--- src/rtl/game_pkg.sv ---
// Shared game definitions: ghost movement modes and the scatter/chase phase
// duration table. Used by ghost_mode_scheduler and game_ghost.
package game_pkg;

  // Encoding doubles as the scheduler's mode output.
  typedef enum logic [1:0] {
    ModeScatter = 2'b00,
    ModeChase   = 2'b01,
    ModeFright  = 2'b10,
    ModeIdle    = 2'b11
  } mode_e;

  localparam logic [2:0]  LastPhase     = 3'd7;
  localparam logic [10:0] PhaseTimerMax = 11'd2047;

  // Frames per phase; even phases scatter, odd phases chase. Entry 7 is unlimited
  // and its value is never consulted.
  localparam logic [10:0] PhaseDur [8] = '{
    11'd420, 11'd1200, 11'd420, 11'd1200, 11'd300, 11'd1200, 11'd300, 11'd0
  };

endpackage

--- src/rtl/fright_timer.sv ---
// Frightened-mode countdown with end-of-fright flash generation.
// Ports:
//   clk_i, rst_i  frame clock, async active-high reset
//   clear_i       synchronous clear of count and flash (players reset)
//   load_i        reload count to FRIGHT_FRAMES-1 (pellet eaten)
//   tick_i        frame advance enable (not paused)
//   run_i         scheduler is currently in FRIGHT
//   expire_o      count is at 0 and advancing: fright ends on this edge
//   flash_o       registered flash level for white ghosts
module fright_timer #(
  parameter int unsigned FRIGHT_FRAMES = 360,
  parameter int unsigned FLASH_FRAMES  = 120,
  parameter int unsigned FLASH_HALF    = 15
) (
  input  logic clk_i,
  input  logic rst_i,
  input  logic clear_i,
  input  logic load_i,
  input  logic tick_i,
  input  logic run_i,
  output logic expire_o,
  output logic flash_o
);

  localparam logic [8:0] LoadVal = 9'(FRIGHT_FRAMES - 1);

  logic [8:0] count_q, count_d;
  logic       flash_q, flash_d;

  // Flash level for a given count: high for the first FLASH_HALF frames of the
  // window (starting at FLASH_FRAMES-1), then alternating every FLASH_HALF.
  function automatic logic flash_at(logic [8:0] t);
    int unsigned ti;
    ti = 32'(t);
    if (ti >= FLASH_FRAMES) return 1'b0;
    return 1'(((FLASH_FRAMES - 1 - ti) / FLASH_HALF) % 2 == 0);
  endfunction

  assign expire_o = run_i & tick_i & ~load_i & (count_q == 9'd0);
  assign flash_o  = flash_q;

  always_comb begin
    count_d = count_q;
    flash_d = flash_q;
    if (clear_i) begin
      count_d = 9'd0;
      flash_d = 1'b0;
    end else if (load_i) begin
      count_d = LoadVal;
      flash_d = flash_at(LoadVal);
    end else if (run_i && tick_i) begin
      if (count_q == 9'd0) begin
        flash_d = 1'b0;
      end else begin
        count_d = count_q - 9'd1;
        flash_d = flash_at(count_q - 9'd1);
      end
    end
  end

  always_ff @(posedge clk_i or posedge rst_i) begin
    if (rst_i) begin
      count_q <= 9'd0;
      flash_q <= 1'b0;
    end else begin
      count_q <= count_d;
      flash_q <= flash_d;
    end
  end

endmodule

--- src/rtl/ghost_mode_scheduler.sv ---
// Ghost mode scheduler: sequences scatter/chase phases, handles power-pellet
// frightened mode and issues ghost reversal pulses.
// Ports:
//   clk_i, rst_i           60 Hz frame clock, async active-high reset
//   start_i                leave IDLE into phase 0 scatter
//   players_reset_i        return to IDLE on next edge (highest priority)
//   pause_i                freeze timers (pellets still act)
//   power_pellet_eaten_i   one-frame pulse
//   mode_o                 00 scatter, 01 chase, 10 fright, 11 idle
//   phase_o                scatter/chase phase index
//   reverse_o              one-frame reverse command
//   fright_flash_o         draw ghosts white
module ghost_mode_scheduler
  import game_pkg::*;
#(
  parameter int unsigned FRIGHT_FRAMES = 360,
  parameter int unsigned FLASH_FRAMES  = 120,
  parameter int unsigned FLASH_HALF    = 15
) (
  input  logic       clk_i,
  input  logic       rst_i,
  input  logic       start_i,
  input  logic       players_reset_i,
  input  logic       pause_i,
  input  logic       power_pellet_eaten_i,
  output logic [1:0] mode_o,
  output logic [2:0] phase_o,
  output logic       reverse_o,
  output logic       fright_flash_o
);

  mode_e       state_q, saved_q;
  logic [2:0]  phase_q;
  logic [10:0] ptimer_q;
  logic        reverse_q;

  logic  in_phase, in_fright, phase_expire, pellet_take, fright_expire;
  mode_e toggled_mode, phase_mode;

  assign in_phase     = (state_q == ModeScatter) || (state_q == ModeChase);
  assign in_fright    = (state_q == ModeFright);
  assign phase_expire = in_phase && !pause_i && (phase_q != LastPhase) &&
                        (ptimer_q == PhaseDur[phase_q] - 11'd1);
  assign toggled_mode = (state_q == ModeScatter) ? ModeChase : ModeScatter;
  // Mode after this edge's phase bookkeeping; a same-edge pellet saves this one.
  assign phase_mode   = phase_expire ? toggled_mode : state_q;
  assign pellet_take  = power_pellet_eaten_i && (in_phase || in_fright);

  fright_timer #(
    .FRIGHT_FRAMES (FRIGHT_FRAMES),
    .FLASH_FRAMES  (FLASH_FRAMES),
    .FLASH_HALF    (FLASH_HALF)
  ) u_fright_timer (
    .clk_i    (clk_i),
    .rst_i    (rst_i),
    .clear_i  (players_reset_i),
    .load_i   (pellet_take && !players_reset_i),
    .tick_i   (!pause_i),
    .run_i    (in_fright),
    .expire_o (fright_expire),
    .flash_o  (fright_flash_o)
  );

  always_ff @(posedge clk_i or posedge rst_i) begin
    if (rst_i) begin
      state_q   <= ModeIdle;
      saved_q   <= ModeScatter;
      phase_q   <= 3'd0;
      ptimer_q  <= 11'd0;
      reverse_q <= 1'b0;
    end else if (players_reset_i) begin
      state_q   <= ModeIdle;
      saved_q   <= ModeScatter;
      phase_q   <= 3'd0;
      ptimer_q  <= 11'd0;
      reverse_q <= 1'b0;
    end else begin
      reverse_q <= 1'b0;
      case (state_q)
        ModeIdle: begin
          if (start_i) begin
            state_q  <= ModeScatter;
            phase_q  <= 3'd0;
            ptimer_q <= 11'd0;
          end
        end
        ModeScatter, ModeChase: begin
          if (phase_expire) begin
            phase_q   <= phase_q + 3'd1;
            ptimer_q  <= 11'd0;
            reverse_q <= 1'b1;
          end else if (!pause_i && ptimer_q != PhaseTimerMax) begin
            ptimer_q <= ptimer_q + 11'd1;
          end
          if (power_pellet_eaten_i) begin
            state_q   <= ModeFright;
            saved_q   <= phase_mode;
            reverse_q <= 1'b1;
          end else begin
            state_q <= phase_mode;
          end
        end
        ModeFright: begin
          if (power_pellet_eaten_i) begin
            reverse_q <= 1'b1;
          end else if (fright_expire) begin
            state_q <= saved_q;
          end
        end
        default: state_q <= ModeIdle;
      endcase
    end
  end

  assign mode_o    = state_q;
  assign phase_o   = phase_q;
  assign reverse_o = reverse_q;

endmodule
--- config.mk ---
export PLATFORM = sky130hd
export DESIGN_NAME = ghost_mode_scheduler
export DESIGN_NICKNAME = d
export VERILOG_FILES = /design/src/rtl/game_pkg.sv /design/src/rtl/fright_timer.sv /design/src/rtl/ghost_mode_scheduler.sv
export SDC_FILE = /design/constraint.sdc
export NUM_CORES = 1
export LEC_CHECK = 0
export ABC_CLOCK_PERIOD_IN_PS = 6200
export CORE_MARGIN = 1
export CORE_UTILIZATION = 37
export DETAILED_ROUTE_END_ITERATION = 7
export DONT_BUFFER_PORTS = 1
export PLACE_DENSITY = 0.47
export SLEW_MARGIN = 20
export SYNTH_ARGS = -nofsm -noshare
export SYNTH_HDL_FRONTEND = slang
export SYNTH_SLANG_ARGS = --single-unit
--- constraint.sdc ---
create_clock -name clk_i -period 6.2 [get_ports clk_i]
set_input_delay 0.31 -clock clk_i [delete_from_list [all_inputs] [get_ports clk_i]]
set_output_delay 0.31 -clock clk_i [all_outputs]
set_load 0.1 [all_outputs]
==> summary.log, run 1 <==
qor: synthesis.synth_edf_count 0
qor: sta.final.period_utilization 0.877
qor: min_path.worst_hold_path_type in2async
qor: layout.postLayoutCoreUtil 0.409
qor: sta.fmaxAchievable 0.184 GHz
qor: sta.worst_pin_slew 1080 ps
qor: route.detail_route.first_pass.iterations 4
qor: route.postRouteWirelength 8510 um
qor: cts.clk_latency 280 ps
qor: cts.tritoncts built
qor: synthesis.synth_largest_area_cell sky130_fd_sc_hd__dfrtp_1
qor: layout.mostFrequentLayoutCells 36 x sky130_fd_sc_hd__nor2_1, 32 x sky130_fd_sc_hd__nand2_1, 27 x sky130_fd_sc_hd__dfrtp_1
qor: layout.final_net_count 415
qor: synthesis.synth_async_sr_flop_share 1.00
qor: cts.cts-buffers-inserted 5
qor: global_routing.grt_overflow 0
qor: route.average_vias_per_placed_instance 6.16
qor: placed_design.place_worst_setup_slack 621 ps
qor: synthesis.synth-seq-area-share 0.224
qor: worst_setup_path.critical_path.endpoint_type flip-flop
qor: sta.finClkSkew 9.75 ps
qor: floorplan.fp.coreArea 0.00834 mm2
qor: worst_setup_path.arrival 5630 ps
qor: floorplan.fp.dieW 95.6 um
qor: synthesis.post_synth_num_cell_types 78
qor: sta.final.setup.tns 0 ps
qor: route.detail_route.drc_violations 0
qor: synthesis.cell_types_with_the_largest_area_share_after_synthesis sky130_fd_sc_hd__dfrtp_1 21%, sky130_fd_sc_hd__ha_1 6.2%, sky130_fd_sc_hd__xnor2_1 5.1%
qor: cts.path_clk_slew 70 ps
qor: synthesis.ys_dominant_reg_cell sky130_fd_sc_hd__dfrtp_1
qor: placed_design.finalWeightedCongestion 0.840
qor: route.routedWlPerCell 17.1 um
qor: layout.area_growth 5.17%
qor: sta.rsz0062_at_grt no
qor: cts.clk_path_buf_depth 2
qor: pwr.cellLeakagePower 0.00126 uW
qor: global_routing.largest_net_degree_at_the_start_of_global_routing 30
qor: floorplan.die_h 95.6 um
qor: floorplan.dieArea 0.00915 mm2
qor: synthesis.netlist_area 0.00324 mm2
qor: layout.regArea 728 um2
qor: worst_setup_path.timing.reg2reg.setup_slack 760 ps
qor: synthesis.synthesis.instances 404
qor: run.maxCapViolations 0
qor: route.vias 3075
qor: layout.post_route_cells_drive_above_1_share 0.0990
qor: synthesis.post-synth-top-area-fraction 0.208
qor: floorplan.initial_utilization 0.389
qor: layout.antenna-diode-count 0
qor: status.outcome finished with violations
qor: cts.numClockSinks 29
qor: global_routing.grt_first_pass_wirelength 14500 um
qor: route.detail-route-antenna-nets 0
qor: layout.layout.cells.most_common sky130_fd_sc_hd__nor2_1
qor: floorplan.boundaryPins 13
qor: global_routing.first_global_vias 2925
qor: layout.num-fill-cells 875
qor: pwr.vdd.ir_drop.worst 136 uV
qor: route.drt_iter0_drc 137
qor: placed_design.input_output_buffers 0
qor: worst_setup_path.critical_path_peak_fanout 10
qor: sta.whs -8.95 ps
qor: sta.report.final.hold_viol_count 11
qor: synthesis.synth_area_per_cell 8.03 um2
qor: pwr.powerDensity 357 mW/mm2
qor: sta.timing.final.crit_period 5440 ps
qor: layout.multi_input_area 0.00235 mm2
qor: worst_setup_path.timing_worst_setup_path_type reg2reg
qor: sta.final-max-slew-violation-count 0
qor: sta.maxSlewHeadroom 0.279
qor: sta.report.final.setup_viol 0
qor: cts.cts-root-buf sky130_fd_sc_hd__clkbuf_8
qor: worst_setup_path.cp-start-kind flip-flop
qor: synthesis.synth.net_count 426
qor: worst_setup_path.cp.required 6400 ps
qor: pwr.report.power.total 1220 uW
qor: status.failing_checks negative hold slack
qor: cts.cts.htree.levels 2
qor: synthesis.synth-warning-count 0
qor: global_routing.track_usage 0.202
qor: synthesis.synth_seq_cells 29
qor: placed_design.dpl.hpwl 6470 um
qor: global_routing.number_of_antenna_violations_at_the_first_check_in_global_routing 0
qor: floorplan.number_of_core_rows 33
qor: cts.hold_buf_cts 0
qor: cts.post-cts-setup-buffers 0
qor: sta.finalWorstSetupSlack 763 ps
## layout make-up
cell class | instances | share of cell area
Clock buffer | 7 | 0.0253
Sequential cell | 29 | 0.213
Timing Repair Buffer | 5 | 0.0110
Inverter | 13 | 0.0143
Multi-Input combinational cell | 339 | 0.689
Tap cell | 105 | 0.0385
Clock inverter | 1 | 0.00880
## worst max-delay path, stage by stage, from the launching register on
cell                        delay (ps)
sky130_fd_sc_hd__dfrtp_1           480
sky130_fd_sc_hd__inv_1             210
sky130_fd_sc_hd__ha_1              340
sky130_fd_sc_hd__nor3b_2           390
sky130_fd_sc_hd__xnor2_1           270
sky130_fd_sc_hd__ha_1              370
sky130_fd_sc_hd__nand2b_1           90
sky130_fd_sc_hd__or4_4             500
sky130_fd_sc_hd__o211ai_1          180
sky130_fd_sc_hd__nor3_1             80
sky130_fd_sc_hd__nor4_1            330
sky130_fd_sc_hd__o21ai_1           190
sky130_fd_sc_hd__a21oi_2           390
sky130_fd_sc_hd__or2_2             210
sky130_fd_sc_hd__nand3_1            70
sky130_fd_sc_hd__o21ai_0           120
sky130_fd_sc_hd__a21oi_1            90
sky130_fd_sc_hd__o31ai_1            70
sky130_fd_sc_hd__ha_1              230
sky130_fd_sc_hd__a21boi_0          230
sky130_fd_sc_hd__mux2i_1           250
sky130_fd_sc_hd__o2111ai_2         120
sky130_fd_sc_hd__a22oi_2           140
## cells in the mapped netlist, types with 4 or more instances
| master | instances |
|---|---|
| sky130_fd_sc_hd__nor4_1 | 6 |
| sky130_fd_sc_hd__nand3_1 | 12 |
| sky130_fd_sc_hd__and3_1 | 6 |
| sky130_fd_sc_hd__a2111oi_0 | 4 |
| sky130_fd_sc_hd__clkbuf_1 | 12 |
| sky130_fd_sc_hd__o21ai_1 | 6 |
| sky130_fd_sc_hd__nor3b_1 | 4 |
| sky130_fd_sc_hd__buf_6 | 4 |
| sky130_fd_sc_hd__dfrtp_1 | 27 |
| sky130_fd_sc_hd__nor3_1 | 16 |
| sky130_fd_sc_hd__o21ai_0 | 14 |
| sky130_fd_sc_hd__o211ai_1 | 10 |
| sky130_fd_sc_hd__nor2b_1 | 4 |
| sky130_fd_sc_hd__nand2b_1 | 6 |
| sky130_fd_sc_hd__o31ai_1 | 6 |
| sky130_fd_sc_hd__xor2_1 | 10 |
| sky130_fd_sc_hd__nand4_1 | 9 |
| sky130_fd_sc_hd__buf_2 | 5 |
| sky130_fd_sc_hd__inv_1 | 12 |
| sky130_fd_sc_hd__ha_1 | 16 |
| sky130_fd_sc_hd__nor2_1 | 36 |
| sky130_fd_sc_hd__a21oi_1 | 22 |
| sky130_fd_sc_hd__nand2_1 | 32 |
| sky130_fd_sc_hd__o2111ai_1 | 5 |
| sky130_fd_sc_hd__xnor2_1 | 19 |
| sky130_fd_sc_hd__a211oi_1 | 12 |
| sky130_fd_sc_hd__or3_1 | 6 |
| sky130_fd_sc_hd__a21o_1 | 4 |
## worst paths after layout
path | from | end | cells after the start
setup / recovery | u_fright_timer.count_q[0] | u_fright_timer.flash_o | 22
setup reg to reg | u_fright_timer.count_q[0] | u_fright_timer.flash_o | 22
hold / removal | rst_i | saved_q[1] | 2
min in group clk_i | players_reset_i | reverse_o | 1
hold reg to reg | saved_q[1] | mode_o[1] | 2
max in group asynchronous | rst_i | mode_o[0] | 2
## sequential cells by signal, indices dropped and copies added, names as in the netlist
signal and flops:
mode_o 2, phase_o 3, ptimer_q 11, reverse_o 1, saved_q 2, u_fright_timer.count_q 9, u_fright_timer.flash_o 1
## logic make-up (layout without fill, tap and decap cells)
family          count (synthesis)  count (layout)  share of synthesized area
compound gates                127             127                      0.294
xor+xnor                       29              29                     0.0783
fa+ha+maj                      17              17                     0.0652
buf+inv                        36              26                     0.0528
flops                          29              29                      0.224
mux                             5               5                     0.0162
simple gates                  161             161                      0.269
## power breakdown
part	internal [uW]	switching, uW
sequential	200	47.1
clock	131	72.1
combinational	290	480
## routing by layer
metal,wire length (um),GRT usage,part of all wire,vias to the layer above
li1,-,-,-,1529
met3,252,0.0247,0.030,18
met1,3890,0.260,0.46,1470
met5,0,0,0,-
met2,4150,0.345,0.49,58
met4,219,0.0734,0.026,0
## stage by stage
step,instances,area (um2)
finish,499,3410
global route,499,3410
CTS,499,3410
detailed placement,491,3290
global placement,491,3290
floorplan,404,3240
## what timing repair did
item                                    4_1_cts  5_1_grt
endpoints found under the hold margin         0        0
resized for setup                             0        1
endpoints found under the setup margin        0        1
Power figures use the tool's default switching activity.
==> inputs of run 2 (changes only) <==
REMOVE_ABC_BUFFERS = 1   (was not set)
==> run 2 against run 1 <==
Compared with the run above:
- the run still ends with negative hold slack left
- sequential share of layout area grew 0.22 points
- core utilization shrank 0.42 points
- maximum frequency shrank 4.2%
- register-to-register slack lost 240 ps
- final cell count is the same
- die area is the same
- worst hold slack gained 1.2 ps
- critical path type unchanged
- largest cell class unchanged
- highest routed layer unchanged
==> summary.log, run 2 (same netlist as run 1, synthesis figures left out) <==
qor: status.outcome finished with violations
qor: status.failing_checks negative hold slack
qor: cts.clk_path_buf_depth 2
qor: worst_setup_path.critical-path-top-delay-family simple AND/OR/NAND/NOR gates
qor: route.vias 3073
qor: worst_setup_path.worst-r2r-cell-count 22
qor: global_routing.first_global_vias 2911
qor: cts.hold_buf_cts 0
qor: pwr.report.power.total 1170 uW
qor: worst_setup_path.timing_worst_setup_path_type reg2reg
qor: cts.tritoncts built
qor: route.routedWlPerCell 17.4 um
qor: sta.rsz0062_at_grt no
qor: worst_setup_path.rr_startpoint u_fright_timer.count_q[0]
qor: worst_setup_path.worstPathBufferInverterCount 1
qor: sta.worst_pin_slew 1130 ps
qor: layout.multi_input_area 0.00234 mm2
qor: worst_setup_path.timing.reg2reg.setup_slack 520 ps
qor: layout.regArea 728 um2
qor: route.drt_iter0_drc 161
qor: pwr.vdd.ir_drop.worst 188 uV
qor: layout.largest_register_ffs 11
qor: sta.whs -7.73 ps
qor: worst_setup_path.cp.required 6400 ps
qor: min_path.worst_hold_path_type in2async
qor: layout.layout.cells.most_common sky130_fd_sc_hd__nor2_1
qor: sta.final.period_utilization 0.915
qor: cts.numClockSinks 29
qor: floorplan.fp.coreArea 0.00834 mm2
qor: global_routing.grt_first_pass_wirelength 14800 um
qor: global_routing.track_usage 0.205
qor: layout.mostFrequentLayoutCells 36 x sky130_fd_sc_hd__nor2_1, 32 x sky130_fd_sc_hd__nand2_1, 27 x sky130_fd_sc_hd__dfrtp_1
qor: worst_setup_path.cp-start-kind flip-flop
qor: layout.post_route_cells_drive_above_1_share 0.0990
qor: sta.maxSlewHeadroom 0.245
qor: sta.finClkSkew 2.64 ps
qor: worst_setup_path.critical_path.most_common_cell sky130_fd_sc_hd__ha_1
qor: layout.area_growth 4.09%
qor: cts.cts-buffers-inserted 5
qor: layout.final_net_count 415
qor: route.detail-route-antenna-nets 0
qor: worst_setup_path.critical_path_peak_fanout 10
qor: cts.post_cts_resized 0
qor: run.maxCapViolations 0
qor: cts.cts.htree.levels 2
qor: route.detail_route.drc_violations 0
qor: pwr.powerDensity 346 mW/mm2
qor: cts.cts-root-buf sky130_fd_sc_hd__clkbuf_8
qor: route.detail_route.first_pass.iterations 4
qor: layout.num-fill-cells 911
qor: floorplan.boundaryPins 13
qor: sta.report.final.hold_viol_count 12
qor: floorplan.fp.dieW 95.6 um
qor: worst_setup_path.regToRegEndpoint u_fright_timer.flash_o
qor: worst_setup_path.crit_chain inv_1 > ha_1 > nor3b_1 > xnor2_1 > ha_1 > nand2b_1 > or4_4 > o211ai_1 > nor3_1 > nor4_1 > o21ai_1 > a21oi_2 > or2_2 > nand3_1 > o21ai_0 > a21oi_1 > o31ai_1 > ha_1 > a21boi_0 > mux2i_1 > o2111ai_2 > a22oi_2
qor: placed_design.dpl.hpwl 6600 um
qor: worst_setup_path.cp_slowest_stage_delay 580 ps
qor: sta.report.final.setup_viol 0
qor: worst_setup_path.critPathSlowestCell sky130_fd_sc_hd__nor3b_1
qor: floorplan.die_h 95.6 um
qor: cts.post-cts-setup-buffers 0
qor: sta.fmaxAchievable 0.176 GHz
qor: floorplan.dieArea 0.00915 mm2
qor: cts.clk_latency 280 ps
qor: layout.top_register ptimer_q
qor: global_routing.number_of_antenna_violations_at_the_first_check_in_global_routing 0
qor: floorplan.initial_utilization 0.389
qor: worst_setup_path.arrival 5870 ps
qor: layout.antenna-diode-count 0
qor: global_routing.largest_net_degree_at_the_start_of_global_routing 30
qor: worst_setup_path.critical_path.endpoint_type flip-flop
qor: floorplan.number_of_core_rows 33
qor: sta.final-max-slew-violation-count 0
qor: pwr.cellLeakagePower 0.00125 uW
qor: placed_design.finalWeightedCongestion 0.832
qor: route.postRouteWirelength 8680 um
qor: sta.timing.final.crit_period 5680 ps
qor: placed_design.input_output_buffers 0
qor: worst_setup_path.path_length_in_cells_of_the_critical_path 22
qor: cts.path_clk_slew 70 ps
qor: sta.final.setup.tns 0 ps
qor: global_routing.grt_overflow 0
qor: route.average_vias_per_placed_instance 6.16
run 2: cell types whose count changed in the layout (fill, tap and decap cells not counted), sizes merged:
cell,previous run,this run
bufinv,1,0
clkbuf,7,5
clkinv,1,3
clkinvlp,0,1
run 2: routing by layer:
layer	share of wire	wire, um	vias to the layer above	GRT usage
met5	0	0	-	0
met4	0.012	107	0	0.0510
li1	-	-	1526	-
met1	0.46	4010	1481	0.273
met2	0.50	4310	59	0.355
met3	0.029	251	7	0.0191
run 2: worst max-delay path by stage:
stage,from,slack (ps),to
after floorplan,u_fright_timer.count_q[0],1300,u_fright_timer.flash_o
after global placement,u_fright_timer.count_q[0],740,u_fright_timer.flash_o
after detailed placement,u_fright_timer.count_q[0],600,u_fright_timer.flash_o
after CTS,u_fright_timer.count_q[0],560,u_fright_timer.flash_o
after global routing,u_fright_timer.count_q[0],150,u_fright_timer.flash_o
final,u_fright_timer.count_q[0],520,u_fright_timer.flash_o
run 2: power by group:
part | internal, uW | switching, uW | leakage [uW]
registers | 200 | 47.2 | 0.000390
clock network | 77.3 | 74.9 | 0.0000439
logic | 290 | 480 | 0.000812
run 2: through the flow:
| step | setup slack [ps] | std cells | cell area [um2] | util | hold slack, ps |
|---|---|---|---|---|---|
| floorplan | 1300 | 381 | 3120 | - | 373 |
| global placement | 736 | 491 | 3290 | 0.395 | 300 |
| detailed placement | 596 | 491 | 3290 | 0.395 | 315 |
| CTS | 558 | 499 | 3380 | 0.405 | 7.28 |
| global route | 153 | 499 | 3380 | 0.405 | 12.6 |
| finish | 524 | 499 | 3380 | 0.405 | -7.73 |
run 2: final cells by class:
| class | count | share of cell area |
|---|---|---|
| multi-input combinational | 339 | 0.694 |
| sequential | 29 | 0.216 |
| tap | 105 | 0.0389 |
| clock buffer | 5 | 0.0204 |
| inverter | 13 | 0.0144 |
| timing repair buffer | 5 | 0.0111 |
| clock inverter | 3 | 0.00519 |
run 2: worst reg2reg max path, cell delays in order, from the launching register on:
cell	delay, ps
sky130_fd_sc_hd__dfrtp_1	480
sky130_fd_sc_hd__inv_1	210
sky130_fd_sc_hd__ha_1	330
sky130_fd_sc_hd__nor3b_1	580
sky130_fd_sc_hd__xnor2_1	280
sky130_fd_sc_hd__ha_1	370
sky130_fd_sc_hd__nand2b_1	90
sky130_fd_sc_hd__or4_4	500
sky130_fd_sc_hd__o211ai_1	180
sky130_fd_sc_hd__nor3_1	80
sky130_fd_sc_hd__nor4_1	350
sky130_fd_sc_hd__o21ai_1	200
sky130_fd_sc_hd__a21oi_2	390
sky130_fd_sc_hd__or2_2	220
sky130_fd_sc_hd__nand3_1	70
sky130_fd_sc_hd__o21ai_0	110
sky130_fd_sc_hd__a21oi_1	90
sky130_fd_sc_hd__o31ai_1	80
sky130_fd_sc_hd__ha_1	240
sky130_fd_sc_hd__a21boi_0	230
sky130_fd_sc_hd__mux2i_1	240
sky130_fd_sc_hd__o2111ai_2	120
sky130_fd_sc_hd__a22oi_2	150
==> inputs of run 3 (changes only) <==
CORE_UTILIZATION = 47   (was 37)
PLACE_DENSITY = 0.58   (was 0.47)
==> run 3 against run 2 <==
Compared with the run above:
- the run now ends clean
- wire length down 4.4%
- sequential cell count is the same
- die area shrank 21%
- core utilization up 11 points
- cell area fell by 0.30%
- critical path depth did not move
- combinational power is 1% higher
==> summary.log, run 3 (same netlist as run 1, synthesis figures left out) <==
qor: placed_design.input_output_buffers 0
qor: route.detail_route.drc_violations 0
qor: worst_setup_path.timing_worst_setup_path_type reg2reg
qor: worst_setup_path.timing.reg2reg.setup_slack 720 ps
qor: worst_setup_path.arrival 5690 ps
qor: worst_setup_path.worst-r2r-cell-count 22
qor: global_routing.track_usage 0.245
qor: route.detail_route.first_pass.iterations 5
qor: floorplan.fp.coreArea 0.00649 mm2
qor: min_path.worstHoldStart players_reset_i
qor: floorplan.die_h 85.1 um
qor: sta.report.final.setup_viol 0
qor: sta.fmaxAchievable 0.182 GHz
qor: sta.maxSlewHeadroom 0.289
qor: worst_setup_path.cp.required 6410 ps
qor: route.average_vias_per_placed_instance 6.60
qor: global_routing.gr-usage-met3 0.0389
qor: sta.worst_pin_slew 1070 ps
qor: cts.numClockSinks 29
qor: worst_setup_path.worstPathBufferInverterCount 1
qor: sta.finalWorstSetupSlack 719 ps
qor: cts.tritoncts built
qor: sta.finClkSkew 7.40 ps
qor: route.vias 3115
qor: global_routing.first_global_vias 2830
qor: worst_setup_path.timing.critical_path.from u_fright_timer.count_q[0]
qor: layout.postLayoutCoreUtil 0.518
qor: route.routedWlPerCell 17.6 um
qor: min_path.worst_hold_path_type in2reg
qor: placed_design.finalWeightedCongestion 0.885
qor: sta.report.final.hold_viol_count 0
qor: cts.path_clk_slew 70 ps
qor: placed_design.dpl_cell_area 0.00326 mm2
qor: worst_setup_path.critical_path_peak_fanout 10
qor: worst_setup_path.path_length_in_cells_of_the_critical_path 22
qor: worst_setup_path.setup.worst_path.end u_fright_timer.flash_o
qor: floorplan.number_of_core_rows 29
qor: layout.antenna-diode-count 0
qor: status.outcome finished clean
qor: route.detail-route-antenna-nets 0
qor: worst_setup_path.critical-path-top-delay-family simple AND/OR/NAND/NOR gates
qor: floorplan.boundaryPins 13
qor: cts.cts-root-buf sky130_fd_sc_hd__clkbuf_8
qor: cts.post-cts-setup-buffers 0
qor: global_routing.number_of_antenna_violations_at_the_first_check_in_global_routing 0
qor: floorplan.fp.dieW 85.1 um
qor: global_routing.globalRouteMet2Util 0.355
qor: layout.area_growth 3.78%
qor: sta.final-max-slew-violation-count 0
qor: layout.top_register ptimer_q
qor: cts.cts.htree.levels 2
qor: global_routing.top_usage_layer met1
qor: sta.timing.final.crit_period 5480 ps
qor: layout.final_net_count 416
qor: layout.layout.cells.most_common sky130_fd_sc_hd__nor2_1
qor: cts.cts-buffers-inserted 5
qor: global_routing.grt.met1_usage 0.384
qor: cts.clk_path_buf_depth 2
qor: worst_setup_path.critical_path.most_common_cell sky130_fd_sc_hd__ha_1
qor: worst_setup_path.cp_slowest_stage_delay 500 ps
qor: placed_design.dpl.hpwl 6180 um
qor: layout.mostFrequentLayoutCells 36 x sky130_fd_sc_hd__nor2_1, 32 x sky130_fd_sc_hd__nand2_1, 27 x sky130_fd_sc_hd__dfrtp_1
qor: worst_setup_path.rr_startpoint u_fright_timer.count_q[0]
qor: floorplan.initial_utilization 0.500
qor: worst_setup_path.critPathSlowestCell sky130_fd_sc_hd__or4_4
qor: placed_design.place_worst_setup_slack 604 ps
qor: global_routing.grt_first_pass_wirelength 14300 um
qor: floorplan.dieArea 0.00724 mm2
qor: route.drt_iter0_drc 318
qor: pwr.vdd.ir_drop.worst 235 uV
qor: sta.final.period_utilization 0.884
qor: layout.largest_register_ffs 11
qor: pwr.cellLeakagePower 0.00126 uW
qor: global_routing.largest_net_degree_at_the_start_of_global_routing 30
qor: route.postRouteWirelength 8300 um
qor: worst_setup_path.critical_path.endpoint_type flip-flop
qor: run.maxCapViolations 0
qor: sta.final.setup.tns 0 ps
qor: worst_setup_path.regToRegEndpoint u_fright_timer.flash_o
qor: pwr.powerDensity 354 mW/mm2
qor: global_routing.grt_overflow 0
qor: sta.rsz0062_at_grt no
qor: worst_setup_path.crit_chain inv_1 > ha_1 > nor3b_2 > xnor2_1 > ha_1 > nand2b_1 > or4_4 > o211ai_1 > nor3_1 > nor4_1 > o21ai_1 > a21oi_2 > or2_2 > nand3_1 > o21ai_0 > a21oi_1 > o31ai_1 > ha_1 > a21boi_0 > mux2i_1 > o2111ai_2 > a22oi_2
qor: cts.clk_latency 280 ps
qor: layout.post_route_cells_drive_above_1_share 0.101
qor: worst_setup_path.cp-start-kind flip-flop
qor: layout.final_cell_area 0.00337 mm2
run 3: cell types whose count changed in the layout (fill, tap and decap cells not counted), sizes merged:
cell	previous run	this run
dlygate4sd3	0	1
clkinvlp	1	0
clkbuf	5	6
run 3: final cells by class:
class,instances,area [um2]
clock buffers,6,82.6
fillers,620,3130
well taps,77,96.3
repair buffers,6,47.5
clock inverters,2,13.8
flip-flops and latches,29,728
multi-input cells,339,2350
inverters,13,48.8
run 3: per-layer routing:
| metal | part of all wire | wire (um) | vias up |
|---|---|---|---|
| li1 | - | - | 1526 |
| met5 | 0 | 0 | - |
| met2 | 0.41 | 3410 | 134 |
| met4 | 0.0080 | 66 | 0 |
| met1 | 0.51 | 4210 | 1446 |
| met3 | 0.073 | 608 | 9 |
run 3: worst min path at each step:
| stage | endpoint | slack [ps] | depth (start not counted) |
|---|---|---|---|
| after floorplan | reverse_o | 370 | 1 |
| after global placement | saved_q[1] | 300 | 2 |
| after detailed placement | saved_q[1] | 300 | 2 |
| after CTS | u_fright_timer.count_q[2] | 70 | 1 |
| after global routing | u_fright_timer.count_q[8] | 70 | 1 |
| final | u_fright_timer.count_q[2] | 80 | 1 |
run 3: stage by stage:
stage | total power (uW) | cells | hold WS, ps
floorplan | 841 | 381 | 373
global placement | 1000 | 463 | 298
detailed placement | 1000 | 463 | 299
CTS | 1180 | 472 | 68.0
global route | 1290 | 472 | 67.3
finish | 1190 | 472 | 80.4
run 3: report_power, final:
part	total, uW	internal (uW)	switching (uW)
Sequential	246	200	46.7
Clock	167	89.8	76.8
Combinational	778	290	488
run 3: what timing repair did:
item / CTS / global route
hold buffers: 1 / 0
endpoints found under the hold margin: 23 / 0
setup endpoints to repair: 0 / 1
resized for setup: 0 / 1
